`src/rtl/proto_pkg.sv`:
```
// Shared types and constants for the telemetry frame builder:
// frame layout, FSM states and the snapshot record.
package proto_pkg;

    localparam logic [7:0] TELEM_HEADER    = 8'hA5;
    localparam int         TELEM_FRAME_LEN = 11;

    typedef enum logic [3:0] {
        B_HDR,
        B_SEQ,
        B_FLAGS,
        B_ERR,
        B_HP_HI,
        B_HP_LO,
        B_D3,
        B_D2,
        B_D1,
        B_D0,
        B_CSUM
    } byte_idx_e;

    typedef enum logic [1:0] {
        IDLE,
        SNAP,
        SEND
    } state_e;

    // Frame bytes 1..9 exactly as they go out on the wire.
    typedef struct packed {
        logic [7:0]  seq;
        logic [7:0]  flags;
        logic [7:0]  err_cnt;
        logic [15:0] half_period;
        logic [31:0] data;
    } snap_t;

    function automatic logic [7:0] telem_checksum(input logic [7:0] header, input snap_t snap);
        logic [79:0] w_body;
        logic [7:0]  w_sum;
        w_body = {header, snap};
        w_sum  = '0;
        for (int i = 0; i < TELEM_FRAME_LEN - 1; i++) begin
            w_sum = w_sum ^ w_body[8*i +: 8];
        end
        return w_sum;
    endfunction

endpackage

```
`src/rtl/telemetry_sender_if.sv`:
```
// TX FIFO write port of the proto245 bridge (FPGA -> host direction).
interface telemetry_sender_if #(
    parameter int DATA_W = 8
);
    logic              txfifo_wr;
    logic [DATA_W-1:0] txfifo_data;
    logic              txfifo_full;

    modport master (output txfifo_wr, output txfifo_data, input txfifo_full);
    modport slave  (input txfifo_wr, input txfifo_data, output txfifo_full);
endinterface

```
`src/rtl/telem_err_counter.sv`:
```
// Counts rising edges of the receiver error level; the count and sticky flag
// are cleared on snapshot, with an edge in that same cycle winning over the clear.
module telem_err_counter (
    input  logic       clk,
    input  logic       rst,
    input  logic       i_read_error,
    input  logic       i_clear,
    output logic [7:0] o_err_cnt,
    output logic       o_err_sticky
);

    logic       r_read_error_d;
    logic [7:0] r_err_cnt;
    logic       r_err_sticky;
    logic       w_edge;

    assign w_edge = i_read_error && !r_read_error_d;

    // NOTE: non-blocking everywhere so the edge detect compares against last cycle's level.
    always_ff @(posedge clk or posedge rst) begin
        if (rst) begin
            r_read_error_d <= 1'b0;
            r_err_cnt      <= '0;
            r_err_sticky   <= 1'b0;
        end else begin
            r_read_error_d <= i_read_error;
            if (i_clear) begin
                r_err_cnt    <= w_edge ? 8'd1 : 8'd0;
                r_err_sticky <= w_edge;
            end else if (w_edge) begin
                if (r_err_cnt != 8'hFF) begin
                    r_err_cnt <= r_err_cnt + 8'd1;
                end
                r_err_sticky <= 1'b1;
            end
        end
    end

    assign o_err_cnt    = r_err_cnt;
    assign o_err_sticky = r_err_sticky;

endmodule

```
`src/rtl/telemetry_sender.sv`:
```
// Builds 11-byte status frames from receiver state and streams them into the
// TX FIFO, on request or on a periodic timer.
module telemetry_sender
    import proto_pkg::*;
#(
    parameter int         DATA_W        = 8,
    parameter int         PERIOD_CYCLES = 0,
    parameter logic [7:0] HEADER        = TELEM_HEADER
) (
    input  logic                      clk,
    input  logic                      rst,
    input  logic                      report_req,
    input  logic                      read_error,
    input  logic                      mod_enable,
    input  logic [15:0]               mod_half_period,
    input  logic [31:0]               latest_data,
    telemetry_sender_if.master        tx,
    output logic                      busy,
    output logic [7:0]                drop_cnt
);

    localparam bit          TIMER_ON   = (PERIOD_CYCLES > 0);
    localparam logic [31:0] TIMER_LAST = TIMER_ON ? 32'(PERIOD_CYCLES - 1) : 32'd0;

    state_e            r_state;
    state_e            w_state_next;
    byte_idx_e         r_idx;
    snap_t             r_snap;
    snap_t             w_snap_next;
    logic [7:0]        r_csum;
    logic [7:0]        r_seq;
    logic [7:0]        r_drop_cnt;
    logic              r_pending;
    logic [31:0]       r_timer;
    logic              w_timer_exp;
    logic              w_trig;
    logic              w_wr;
    logic              w_last;
    logic [7:0]        w_err_cnt;
    logic              w_err_sticky;
    logic [DATA_W-1:0] w_byte;

    telem_err_counter u_err (
        .clk          (clk),
        .rst          (rst),
        .i_read_error (read_error),
        .i_clear      (r_state == SNAP),
        .o_err_cnt    (w_err_cnt),
        .o_err_sticky (w_err_sticky)
    );

    assign w_timer_exp = TIMER_ON && (r_timer == TIMER_LAST);
    assign w_trig      = report_req || w_timer_exp;
    assign w_wr        = (r_state == SEND) && !tx.txfifo_full;
    assign w_last      = (r_idx == B_CSUM);

    assign w_snap_next = '{
        seq:         r_seq,
        flags:       {6'b0, mod_enable, w_err_sticky},
        err_cnt:     w_err_cnt,
        half_period: mod_half_period,
        data:        latest_data
    };

    always_ff @(posedge clk or posedge rst) begin
        if (rst) begin
            r_timer <= '0;
        end else if (TIMER_ON) begin
            r_timer <= w_timer_exp ? 32'd0 : r_timer + 32'd1;
        end
    end

    always_ff @(posedge clk or posedge rst) begin
        if (rst) begin
            r_state    <= IDLE;
            r_idx      <= B_HDR;
            r_snap     <= '0;
            r_csum     <= '0;
            r_seq      <= '0;
            r_drop_cnt <= '0;
            r_pending  <= 1'b0;
        end else begin
            r_state <= w_state_next;

            // Leaving IDLE always consumes the pending request; once busy, one more
            // trigger is remembered and any further ones are counted as dropped.
            if (r_state == IDLE) begin
                r_pending <= 1'b0;
            end else if (w_trig) begin
                if (!r_pending) begin
                    r_pending <= 1'b1;
                end else if (r_drop_cnt != 8'hFF) begin
                    r_drop_cnt <= r_drop_cnt + 8'd1;
                end
            end

            if (r_state == SNAP) begin
                r_snap <= w_snap_next;
                r_csum <= telem_checksum(HEADER, w_snap_next);
                r_idx  <= B_HDR;
            end

            if (w_wr) begin
                if (w_last) begin
                    r_seq <= r_seq + 8'd1;
                end else begin
                    r_idx <= byte_idx_e'(r_idx + 4'd1);
                end
            end
        end
    end

    // NOTE: every output of a combinational block gets a default first, so no path infers a latch.
    always_comb begin
        w_state_next = r_state;
        unique case (r_state)
            IDLE:    if (w_trig || r_pending) w_state_next = SNAP;
            SNAP:    w_state_next = SEND;
            SEND:    if (w_wr && w_last) w_state_next = IDLE;
            default: w_state_next = IDLE;
        endcase
    end

    always_comb begin
        w_byte = '0;
        if (r_state == SEND) begin
            unique case (r_idx)
                B_HDR:   w_byte = HEADER;
                B_SEQ:   w_byte = r_snap.seq;
                B_FLAGS: w_byte = r_snap.flags;
                B_ERR:   w_byte = r_snap.err_cnt;
                B_HP_HI: w_byte = r_snap.half_period[15:8];
                B_HP_LO: w_byte = r_snap.half_period[7:0];
                B_D3:    w_byte = r_snap.data[31:24];
                B_D2:    w_byte = r_snap.data[23:16];
                B_D1:    w_byte = r_snap.data[15:8];
                B_D0:    w_byte = r_snap.data[7:0];
                B_CSUM:  w_byte = r_csum;
                default: w_byte = '0;
            endcase
        end
    end

    assign tx.txfifo_wr   = w_wr;
    assign tx.txfifo_data = w_byte;
    assign busy           = (r_state != IDLE);
    assign drop_cnt       = r_drop_cnt;

endmodule

```
`src/flat_wrapper.sv`:
```
// flat-port wrapper written by rule: the top's interface ports become plain ports
module telemetry_sender_flat import proto_pkg::*;
#(
    parameter int         DATA_W        = 8,
    parameter int         PERIOD_CYCLES = 0,
    parameter logic [7:0] HEADER        = TELEM_HEADER
)
  (clk, rst, report_req, read_error, mod_enable, mod_half_period, latest_data, busy, drop_cnt, tx_txfifo_wr, tx_txfifo_data, tx_txfifo_full);
  telemetry_sender_if #(.DATA_W(DATA_W)) tx_i ();
  input  logic clk;
  input  logic rst;
  input  logic report_req;
  input  logic read_error;
  input  logic mod_enable;
  input  logic [15:0] mod_half_period;
  input  logic [31:0] latest_data;
  output logic busy;
  output logic [7:0] drop_cnt;
  output wire logic [$bits(tx_i.txfifo_wr)-1:0] tx_txfifo_wr;
  output wire logic [$bits(tx_i.txfifo_data)-1:0] tx_txfifo_data;
  input wire logic [$bits(tx_i.txfifo_full)-1:0] tx_txfifo_full;
  assign tx_txfifo_wr = tx_i.txfifo_wr;
  assign tx_txfifo_data = tx_i.txfifo_data;
  assign tx_i.txfifo_full = tx_txfifo_full;
  telemetry_sender #(.DATA_W(DATA_W), .PERIOD_CYCLES(PERIOD_CYCLES), .HEADER(HEADER)) u_core (.clk(clk), .rst(rst), .report_req(report_req), .read_error(read_error), .mod_enable(mod_enable), .mod_half_period(mod_half_period), .latest_data(latest_data), .tx(tx_i), .busy(busy), .drop_cnt(drop_cnt));
endmodule
```
`config.mk`:
```
export PLATFORM = sky130hd
export DESIGN_NAME = telemetry_sender_flat
export DESIGN_NICKNAME = d
export VERILOG_FILES = /design/src/rtl/proto_pkg.sv /design/src/rtl/telemetry_sender_if.sv /design/src/rtl/telem_err_counter.sv /design/src/rtl/telemetry_sender.sv /design/src/flat_wrapper.sv
export SDC_FILE = /design/constraint.sdc
export NUM_CORES = 1
export LEC_CHECK = 0
export ABC_CLOCK_PERIOD_IN_PS = 2600
export BUFFER_PORTS_ARGS = -buffer_cell sky130_fd_sc_hd__buf_2
export CORE_MARGIN = 3
export CORE_UTILIZATION = 30
export CTS_CLUSTER_SIZE = 28
export DETAILED_ROUTE_END_ITERATION = 7
export GPL_TIMING_DRIVEN = 0
export PLACE_DENSITY_LB_ADDON = 0.25
export RECOVER_POWER = 25
export SYNTH_ARGS = -nofsm -noshare
export SYNTH_HDL_FRONTEND = slang
export SYNTH_SLANG_ARGS = --single-unit
```
`constraint.sdc`:
```
create_clock -name clk -period 2.6 [get_ports clk]
set_input_delay 0 -clock clk [delete_from_list [all_inputs] [get_ports clk]]
set_output_delay 0 -clock clk [all_outputs]
set_load 0.02 [all_outputs]
```
==> flow_summary.json, run 1 <==
{
  "status": "completed",
  "io_pins": 72,
  "path_clk_slew_ns": 0.07,
  "grt_remaining_overflow": 0,
  "cp_common_cell": "a21oi_1",
  "syn-cell-area_um2": 5510,
  "finalSetupTns_ns": 0,
  "fin_crit_sh_pct": 94.4,
  "powerDensity_nw_per_um2": 976,
  "clk_latency_ns": 0.35,
  "grt_pass1_vias": 4687,
  "post-cts-setup-buffers": 0,
  "ys_ff_latch": 107,
  "synth-simple-area-share_pct": 22.9,
  "portBuffers": 71,
  "synth_area_leader_cell": "dfrtp_1",
  "clock_skew_ns": 0.00809,
  "ctsHtreeMaxLevel": 3,
  "hold_class": "in2reg",
  "layout_commonest_cell": "nand2_1",
  "dieWidth_um": 142,
  "r2r-start": "u_core.r_idx[0]",
  "via_per_inst": 4.81,
  "path_delay_family": "compound AO/OA/AOI/OAI gates",
  "synth_top_cell_area_share_pct": 48.6,
  "globalplace.congestion": 0.839,
  "antenna_cells": 0,
  "final_cell_mix": "nand2_1 (226), dfrtp_1 (107), buf_2 (68), xnor2_1 (56), dlygate4sd3_1 (52)",
  "rows": 48,
  "drt_drc_violations_left": 0,
  "synthAdderAreaFrac_pct": 1.59,
  "fmax_ghz": 0.407,
  "setup_viol": 0,
  "synth_top_flop_cell": "dfrtp_1",
  "synth-seq-area-share_pct": 48.6,
  "path_buf_inv": 3,
  "numCtsBuffers": 9,
  "drt_wl_total_um": 16500,
  "critPathMaxFanout": 10,
  "crit_end": "tx_txfifo_data[0]",
  "grt_max_degree": 41,
  "register_area_um2": 2680,
  "start_kind": "register",
  "vias": 4698,
  "syn-num-nets": 673,
  "finalNetCount": 808,
  "startpoint": "u_core.r_idx[1]",
  "rsz0062_at_grt": "false",
  "multiInputGateArea_um2": 2680,
  "ant_nets": 0,
  "core_um2": 17700,
  "synth_xor_area_share_pct": 11.8,
  "relSlewSlack_pct": 10.1,
  "crit_type": "reg2out",
  "end_kind": "output pin",
  "syn_area_per_cell_um2": 9.01,
  "ir_drop_mv": 0.630,
  "synth_top_family_by_area": "simple AND/OR/NAND/NOR gates",
  "first_pass_iters": 7,
  "ys_warn_count": 0,
  "synth_compound_area_share_pct": 9.97,
  "drv_cap": 0,
  "yosys-top-cells-area": "dfrtp_1 (49%), nand2_1 (15%), xnor2_1 (8.9%)",
  "slowest_delay_ns": 0.53,
  "yosysUniqueCellTypes": 48,
  "filler_cell_count": 1808,
  "tightest_slew_ns": 1.34,
  "clockBufferDepth": 2,
  "initial_core_util_pct": 31.2,
  "cp_num_cells": 8,
  "fp.dieH_um": 142,
  "synthCells": 612,
  "final_cells": 977,
  "clock-sinks": 107,
  "final_hold_viol_count": 0,
  "fp.dieArea_um2": 20000,
  "r2r_cells": 6,
  "async_reset_ff_share_pct": 100,
  "period_needed_ns": 2.45,
  "grtUsageTotal_pct": 16.8,
  "r2r_setup_slack_ns": 0.58,
  "drive_above_1_share_pct": 13.7,
  "place_hpwl_um": 11300,
  "antenna_found_initial": 0,
  "synth-edff-count": 0,
  "worstPathRequired_ns": 2.60,
  "area_delta_synth_final_pct": 27.1,
  "numPlacedInstances": 910,
  "root_buffer": "clkbuf_16",
  "cts_tree": "built",
  "path_cells": "inv_1, ha_1, clkbuf_2, a211oi_1, a21oi_1, o21bai_1, a21oi_1, buf_2",
  "grt_pass1_wl_um": 26000,
  "cp.arrival_ns": 2.45,
  "crit_slowest_cell": "a211oi_1",
  "first_iter_violations": 318,
  "wl_per_cell_um": 16.8,
  "leakagePower_uw": 0.00331,
  "r2r-end": "u_core.r_seq[1]",
  "synthMuxAreaShare_pct": 2.09,
  "maxSlewViolCount": 0
}
[Yosys cell counts (2+ instances only)]
cell and n:
a21oi_1 15, nand3_1 13, nand3b_1 2, xnor3_1 2, nand4_1 7, nor4_1 2, xnor2_1 56, ha_1 7
a22oi_1 8, a211oi_1 2, buf_2 6, and2_1 4, a221oi_1 2, inv_1 7, a22o_1 10, o31ai_1 2
mux2_2 4, dfrtp_1 107, nand2_1 226, mux2i_1 7, o21ai_0 18, nor2b_1 5, xor2_1 13, nand2b_1 10
a32oi_1 3, nor2_1 13, a222oi_1 7, clkbuf_1 29, a31oi_1 2, nor3_1 5
[report_power, final]
part           leakage (uW)  total (uW)  switching [uW]  internal (uW)
clock network      0.000155        1480             648            832
logic               0.00179        2680            1720            969
registers           0.00136        2680             412           2260
total               0.00331        6840            2780           4060
[through the flow]
step / instance area [um2] / hold slack, ns / worst slack [ns] / utilization [%] / power, uW
after floorplan: 5520 / 0.0314 / 0.817 / - / 4380
final: 7010 / 0.0288 / 0.145 / 39.7 / 6840
after global routing: 7010 / 0.0376 / 0.0129 / 39.7 / 7310
after CTS: 7040 / 0.0270 / 0.0485 / 39.9 / 6890
after detailed placement: 6190 / 0.141 / 0.167 / 35.1 / 5320
after global placement: 6150 / 0.135 / 0.211 / 34.8 / 5280
[sequential cells by signal (all words and copies together) (netlist names)]
signal and cells:
u_core.drop_cnt 8, u_core.r_idx 4, u_core.r_pending 1, u_core.u_err.r_read_error_d 1, u_core.r_state 2, u_core.r_csum 8
u_core.r_seq 8, u_core.u_err.o_err_cnt 8, u_core.u_err.o_err_sticky 1, u_core.r_snap 66
[worst min-delay path: cells and delay by family]
kind	cells	cell delay [ns]
xor+xnor	1	0.13
buf+inv	1	0.13
simple gates	1	0.08
[layer usage]
layer | up-vias | global-route usage [%] | share of wire (%)
met3 | 11 | 3.71 | 4.8
li1 | 2300 | - | -
met5 | - | 0 | 0
met2 | 134 | 27.3 | 47
met4 | 0 | 3.74 | 0.99
met1 | 2253 | 23.1 | 47
[area by class of cell]
type / count / share of cell area [%]
plain buffers: 35 / 2.11
clock buffers: 12 / 3.80
clock inverters: 4 / 0.786
inverters: 7 / 0.393
multi-input cells: 462 / 38.2
flip-flops and latches: 107 / 38.2
well taps: 225 / 4.02
repair buffers: 125 / 12.5
[how the worst min path moves through the flow]
stage                         from  depth (start not counted)  slack (ns)                          end
finish              tx_txfifo_full                          3        0.03              u_core.r_seq[0]
global route        tx_txfifo_full                          3        0.04              u_core.r_seq[0]
CTS                 tx_txfifo_full                          3        0.03              u_core.r_seq[0]
detailed placement      read_error                          1        0.14  u_core.u_err.r_read_error_d
global placement        read_error                          1        0.14  u_core.u_err.r_read_error_d
floorplan               read_error                          0        0.03  u_core.u_err.r_read_error_d
[what timing repair did]
action | CTS | global route
endpoints found under the setup margin | 8 | 4
hold endpoints to repair | 81 | 0
gates resized for setup | 2 | 7
hold buffers | 52 | 0
pin swaps | 0 | 0
[cells by family after synthesis]
family / Yosys count
xor+xnor: 71
simple gates: 296
fa+ha+maj: 7
compound gates: 77
buf+inv: 43
flops: 107
mux: 11
Power figures use the tool's default switching activity.
==> run 2, diff against run 1 <==
GPL_TIMING_DRIVEN = 1   (was 0)
==> run 2 against run 1 <==
Effect of this change: final cell count shrank 2.6%; first-iteration DRC count grew 6.9%; routed wire length shrank 13%.
==> flow_summary.json, run 2 (synthesis gave the netlist of run 1 again) <==
{
  "fin_util_pct": 39.4,
  "slowest_delay_ns": 0.66,
  "path_buf_inv": 2,
  "dieWidth_um": 142,
  "io_pins": 72,
  "leakagePower_uw": 0.00329,
  "top_register": "u_core.r_snap",
  "drt_wl_total_um": 14300,
  "place_area_um2": 6120,
  "critPathMaxFanout": 17,
  "fp.dieH_um": 142,
  "tightest_slew_ns": 1.47,
  "final_hold_viol_count": 0,
  "numCtsBuffers": 9,
  "period_needed_ns": 2.45,
  "stdcell_area_um2": 6950,
  "fp.dieArea_um2": 20000,
  "powerDensity_nw_per_um2": 949,
  "portBuffers": 71,
  "post-cts-setup-buffers": 0,
  "finalNetCount": 783,
  "fin_crit_sh_pct": 94.2,
  "clock_skew_ns": 0.00804,
  "clockBufferDepth": 2,
  "status": "completed",
  "place_hpwl_um": 9810,
  "crit_slowest_cell": "ha_1",
  "finalSetupTns_ns": 0,
  "place_ws_ns": 0.437,
  "root_buffer": "clkbuf_16",
  "drt_drc_violations_left": 0,
  "globalplace.congestion": 0.800,
  "clk_latency_ns": 0.35,
  "first_iter_violations": 340,
  "grt_pass1_wl_um": 23100,
  "layout_commonest_cell": "nand2_1",
  "antenna_found_initial": 1,
  "rows": 48,
  "top_layer_used": "met4",
  "largest_reg_flops": 66,
  "grt_remaining_overflow": 0,
  "crit_type": "reg2out",
  "setup_viol": 0,
  "drv_cap": 0,
  "core_um2": 17700,
  "maxSlewViolCount": 0,
  "final_cell_mix": "nand2_1 (226), dfrtp_1 (107), buf_2 (69), xnor2_1 (56), dlygate4sd3_1 (52)",
  "ir_drop_mv": 0.410,
  "drive_above_1_share_pct": 15.2,
  "clock-sinks": 107,
  "cp_common_cell": "a22oi_1",
  "path_delay_family": "adder cells",
  "initial_core_util_pct": 31.2,
  "wl_met1_um": 6720,
  "start_kind": "register",
  "via_per_inst": 4.74,
  "grt_pass1_vias": 4506,
  "relSlewSlack_pct": 1.96,
  "path_clk_slew_ns": 0.07,
  "wl_per_cell_um": 15.0,
  "cp.arrival_ns": 2.45,
  "dr_wl_met3_um": 650,
  "cts_tree": "built",
  "ant_nets": 0,
  "path_cells": "inv_1, ha_1, a22oi_1, a22oi_1, nand2_1, a21oi_1, buf_2",
  "wl_met2_um": 6700,
  "hold_class": "in2reg",
  "rsz0062_at_grt": "false",
  "worstPathRequired_ns": 2.60,
  "first_pass_iters": 6,
  "setup_slack_ns": 0.151,
  "fmax_ghz": 0.408,
  "ctsHtreeMaxLevel": 3,
  "grt_max_degree": 108,
  "grtUsageTotal_pct": 14.4,
  "end_kind": "output pin",
  "power.total_uw": 6600,
  "vias": 4514,
  "area_delta_synth_final_pct": 26.1
}
## run 2: where the power goes
part | total, uW | switching (uW) | leakage (uW) | internal [uW]
Combinational | 2490 | 1500 | 0.00178 | 991
Clock | 1410 | 607 | 0.000145 | 799
Sequential | 2700 | 434 | 0.00136 | 2270
## run 2: worst min-delay path: cells and delay by family
kind / cells / cell delay (ns)
buffers and inverters: 1 / 0.14
XOR/XNOR: 1 / 0.13
AND/OR/NAND/NOR: 1 / 0.08
## run 2: timing repair
| item | CTS | global route |
|---|---|---|
| endpoints found under the hold margin | 160 | 0 |
| hold buffers | 52 | 0 |
| endpoints found under the setup margin | 0 | 5 |
| resized for setup | 0 | 3 |
## run 2: cell type report
cell class,instances,area (um2)
fill,1761,10700
multi-input combinational,462,2680
sequential,107,2680
timing repair buffer,135,976
tap,225,282
clock buffer,12,256
clock inverter,3,46.3
inverter,7,30.0
antenna,1,2.50
## run 2: layer usage
layer	vias to the layer above	GRT usage, %
met3	12	2.83
li1	2253	-
met4	0	4.65
met1	2145	19.4
met5	-	0
met2	104	23.5
## run 2: path summary, 6_finish.rpt
path / startpoint / endpoint / slack [ns] / cells after the start
max: u_core.r_idx[0] / tx_txfifo_data[4] / 0.15 / 7
min: tx_txfifo_full / u_core.r_seq[0] / 0.04 / 3
max reg2reg: u_core.r_idx[2] / u_core.r_seq[1] / 0.81 / 4
min reg2reg: u_core.r_snap[39] / u_core.r_snap[39] / 0.47 / 2
max in group asynchronous: rst / u_core.u_err.o_err_cnt[7] / 0.95 / 4
min in group asynchronous: rst / u_core.r_csum[6] / 0.74 / 4
## run 2: metrics by stage
step           hold slack (ns)  std cells
2_1_floorplan           0.0314        612
3_3_place_gp             0.137        884
3_5_place_dp             0.140        884
4_1_cts                 0.0287        951
5_1_grt                 0.0370        952
6_report                0.0419        952
==> run 3, diff against run 2 <==
SYNTH_HIERARCHICAL = 1   (was unset)
==> run 3 against run 2 <==
Effect of this change: sequential power about the same; global-route usage up 0.41 points; core utilization down 0.71 points; via count up 2.9%; critical endpoint is now tx_txfifo_data[3]; largest power group unchanged; register-to-register slack worse by 0.06 ns; clock-buffer cell count down 2; clock power up 11%; flip-flop and latch count unchanged; combinational power down 3%.
==> flow_summary.json, run 3 <==
{
  "path_clk_slew_ns": 0.07,
  "core_um2": 18100,
  "setup_slack_ns": 0.224,
  "fp.dieH_um": 142,
  "path_delay_family": "flip-flops",
  "first_pass_iters": 5,
  "initial_core_util_pct": 30.8,
  "io_pins": 72,
  "root_buffer": "clkbuf_16",
  "synth-edff-count": 0,
  "synth_top_cell_area_share_pct": 48.0,
  "antenna_cells": 0,
  "grt_busiest_layer": "met2",
  "finalSetupTns_ns": 0,
  "clock-sinks": 107,
  "place_hpwl_um": 10200,
  "drive_above_1_share_pct": 15.0,
  "synth-seq-area-share_pct": 48.0,
  "grt_max_degree": 85,
  "syn-cell-area_um2": 5580,
  "crit_type": "reg2out",
  "leakagePower_uw": 0.00338,
  "grtUsageTotal_pct": 14.8,
  "finalNetCount": 782,
  "clock_skew_ns": 0.00786,
  "cts_tree": "built",
  "synth_area_leader_cell": "dfrtp_1",
  "met1_usage_pct": 20.2,
  "yosysMostFrequentCell": "nand2_1",
  "synthCells": 609,
  "place_ws_ns": 0.405,
  "final_hold_viol_count": 0,
  "tightest_slew_ns": 1.20,
  "cp.arrival_ns": 2.38,
  "ctsHtreeMaxLevel": 3,
  "antenna_found_initial": 0,
  "yosys-top-cells-area": "dfrtp_1 (48%), nand2_1 (15%), xnor2_1 (8.6%)",
  "grt_pass1_vias": 4535,
  "path_buf_inv": 2,
  "path_cells": "buf_4, and2b_1, a22oi_1, o22a_1, a21oi_1, buf_2",
  "layout_commonest_cell": "nand2_1",
  "clk_latency_ns": 0.35,
  "period_needed_ns": 2.38,
  "portBuffers": 71,
  "ys_top_cells_by_count": "nand2_1 (218), dfrtp_1 (107), xnor2_1 (55)",
  "top_register": "u_core/r_snap",
  "drt_wl_total_um": 14900,
  "start_kind": "register",
  "grt_remaining_overflow": 0,
  "rsz0062_at_grt": "false",
  "drv_cap": 0,
  "wl_per_cell_um": 15.6,
  "final_cell_mix": "nand2_1 (218), dfrtp_1 (107), buf_2 (66), xnor2_1 (55), dlygate4sd3_1 (52)",
  "hold_class": "in2async",
  "syn_area_per_cell_um2": 9.17,
  "register_area_um2": 2680,
  "clockBufferDepth": 2,
  "grt.met2_usage_pct": 23.6,
  "rows": 49,
  "numCtsBuffers": 9,
  "globalplace.congestion": 0.832,
  "dieWidth_um": 142,
  "fmax_ghz": 0.421,
  "ys_warn_count": 6,
  "crit_slowest_cell": "dfrtp_1",
  "powerDensity_nw_per_um2": 952,
  "status": "completed",
  "relSlewSlack_pct": 19.6,
  "filler_cell_count": 1799,
  "post-cts-setup-buffers": 0,
  "grt_pass1_wl_um": 23800,
  "ir_drop_mv": 0.338,
  "fp.dieArea_um2": 20300,
  "yosysUniqueCellTypes": 61,
  "maxSlewViolCount": 0,
  "first_iter_violations": 373,
  "drt_drc_violations_left": 0,
  "synth_top_flop_cell": "dfrtp_1",
  "ys_ff_latch": 107,
  "vias": 4645,
  "ant_nets": 0,
  "slowest_delay_ns": 0.65,
  "setup_viol": 0,
  "via_per_inst": 4.86,
  "end_kind": "output pin",
  "area_delta_synth_final_pct": 25.7,
  "syn-num-nets": 670,
  "fin_crit_sh_pct": 91.4,
  "multiInputGateArea_um2": 2680,
  "use_met3_pct": 2.52,
  "async_reset_ff_share_pct": 100,
  "worstPathRequired_ns": 2.60,
  "critPathMaxFanout": 11,
  "largest_reg_flops": 66
}
[run 3: cell count changes after synthesis, sizes merged, moves of 4 or more]
| cell | previous run | this run |
|---|---|---|
| a21oi | 15 | 20 |
| a221oi | 2 | 8 |
| a22o | 10 | 4 |
| buf | 7 | 16 |
| clkbuf | 29 | 18 |
| inv | 7 | 12 |
| mux2i | 7 | 3 |
| nand2 | 226 | 218 |
| nand2b | 10 | 6 |
| nand3 | 13 | 8 |
[run 3: cell type report]
type	instances	share of cell area, %
inverter	13	0.695
sequential	107	38.2
multi-input combinational	455	38.1
timing repair buffer	135	14.0
clock inverter	6	1.62
tap	229	4.08
clock buffer	10	3.26
[run 3: final timing paths]
kind / startpoint / endpoint / slack, ns / cells after the start
max: u_core/r_idx[3] / tx_txfifo_data[3] / 0.22 / 6
min: rst / u_core/u_err/o_err_sticky / 0.19 / 3
max reg2reg: u_core/r_idx[0] / u_core/r_seq[1] / 0.75 / 5
min reg2reg: u_core/r_snap[8] / u_core/r_snap[8] / 0.47 / 2
max in group asynchronous: rst / u_core/r_snap[4] / 1.25 / 4
min in group clk: tx_txfifo_full / u_core/r_seq[0] / 0.27 / 4
[run 3: worst register-to-register path: cells and delay by family, from the launching register on]
kind / cells / cell delay, ns
buf+inv: 1 / 0.11
simple gates: 2 / 0.34
flops: 1 / 0.44
mux: 1 / 0.35
fa+ha+maj: 1 / 0.50
[run 3: logic make-up (layout without fill, tap and decap cells)]
logic type                 after synthesis  after routing  synth area share [%]
and+or+nand+nor                        284            284                  22.1
DFF                                    107            107                  48.0
AOI/OAI and AO/OA                       87             87                  11.3
xor gates and xnor gates                70             70                  11.5
buffers and inverters                   47            164                  4.19
adders and majority gates                7              7                  1.57
muxes                                    7              7                  1.34
[run 3: stage by stage]
step	util [%]	instances	total power [uW]	instance area [um2]	hold slack (ns)
detailed placement	33.9	887	5080	6160	0.0446
floorplan	-	609	4330	5580	-0.160
finish	38.7	955	6680	7020	0.192
global placement	33.9	887	5020	6160	0.0406
CTS	38.7	955	6740	7020	0.214
global route	38.7	955	7170	7020	0.271
[run 3: power by group]
part / leakage, uW / switching [uW] / total, uW / internal (uW)
combinational: 0.00184 / 1460 / 2420 / 957
sequential: 0.00137 / 453 / 2700 / 2240
clock: 0.000159 / 625 / 1570 / 944
[run 3: layer usage]
metal | vias to the layer above | part of all wire [%] | wire [um]
li1 | 2267 | - | -
met1 | 2241 | 48 | 7080
met2 | 117 | 46 | 6810
met3 | 20 | 4.6 | 685
met4 | 0 | 2.0 | 301
met5 | - | 0 | 0
[run 3: what timing repair did]
item,in CTS,in global routing
hold buffers,52,0
setup endpoints to repair,0,8
endpoints found under the hold margin,117,0
gates resized for setup,0,1
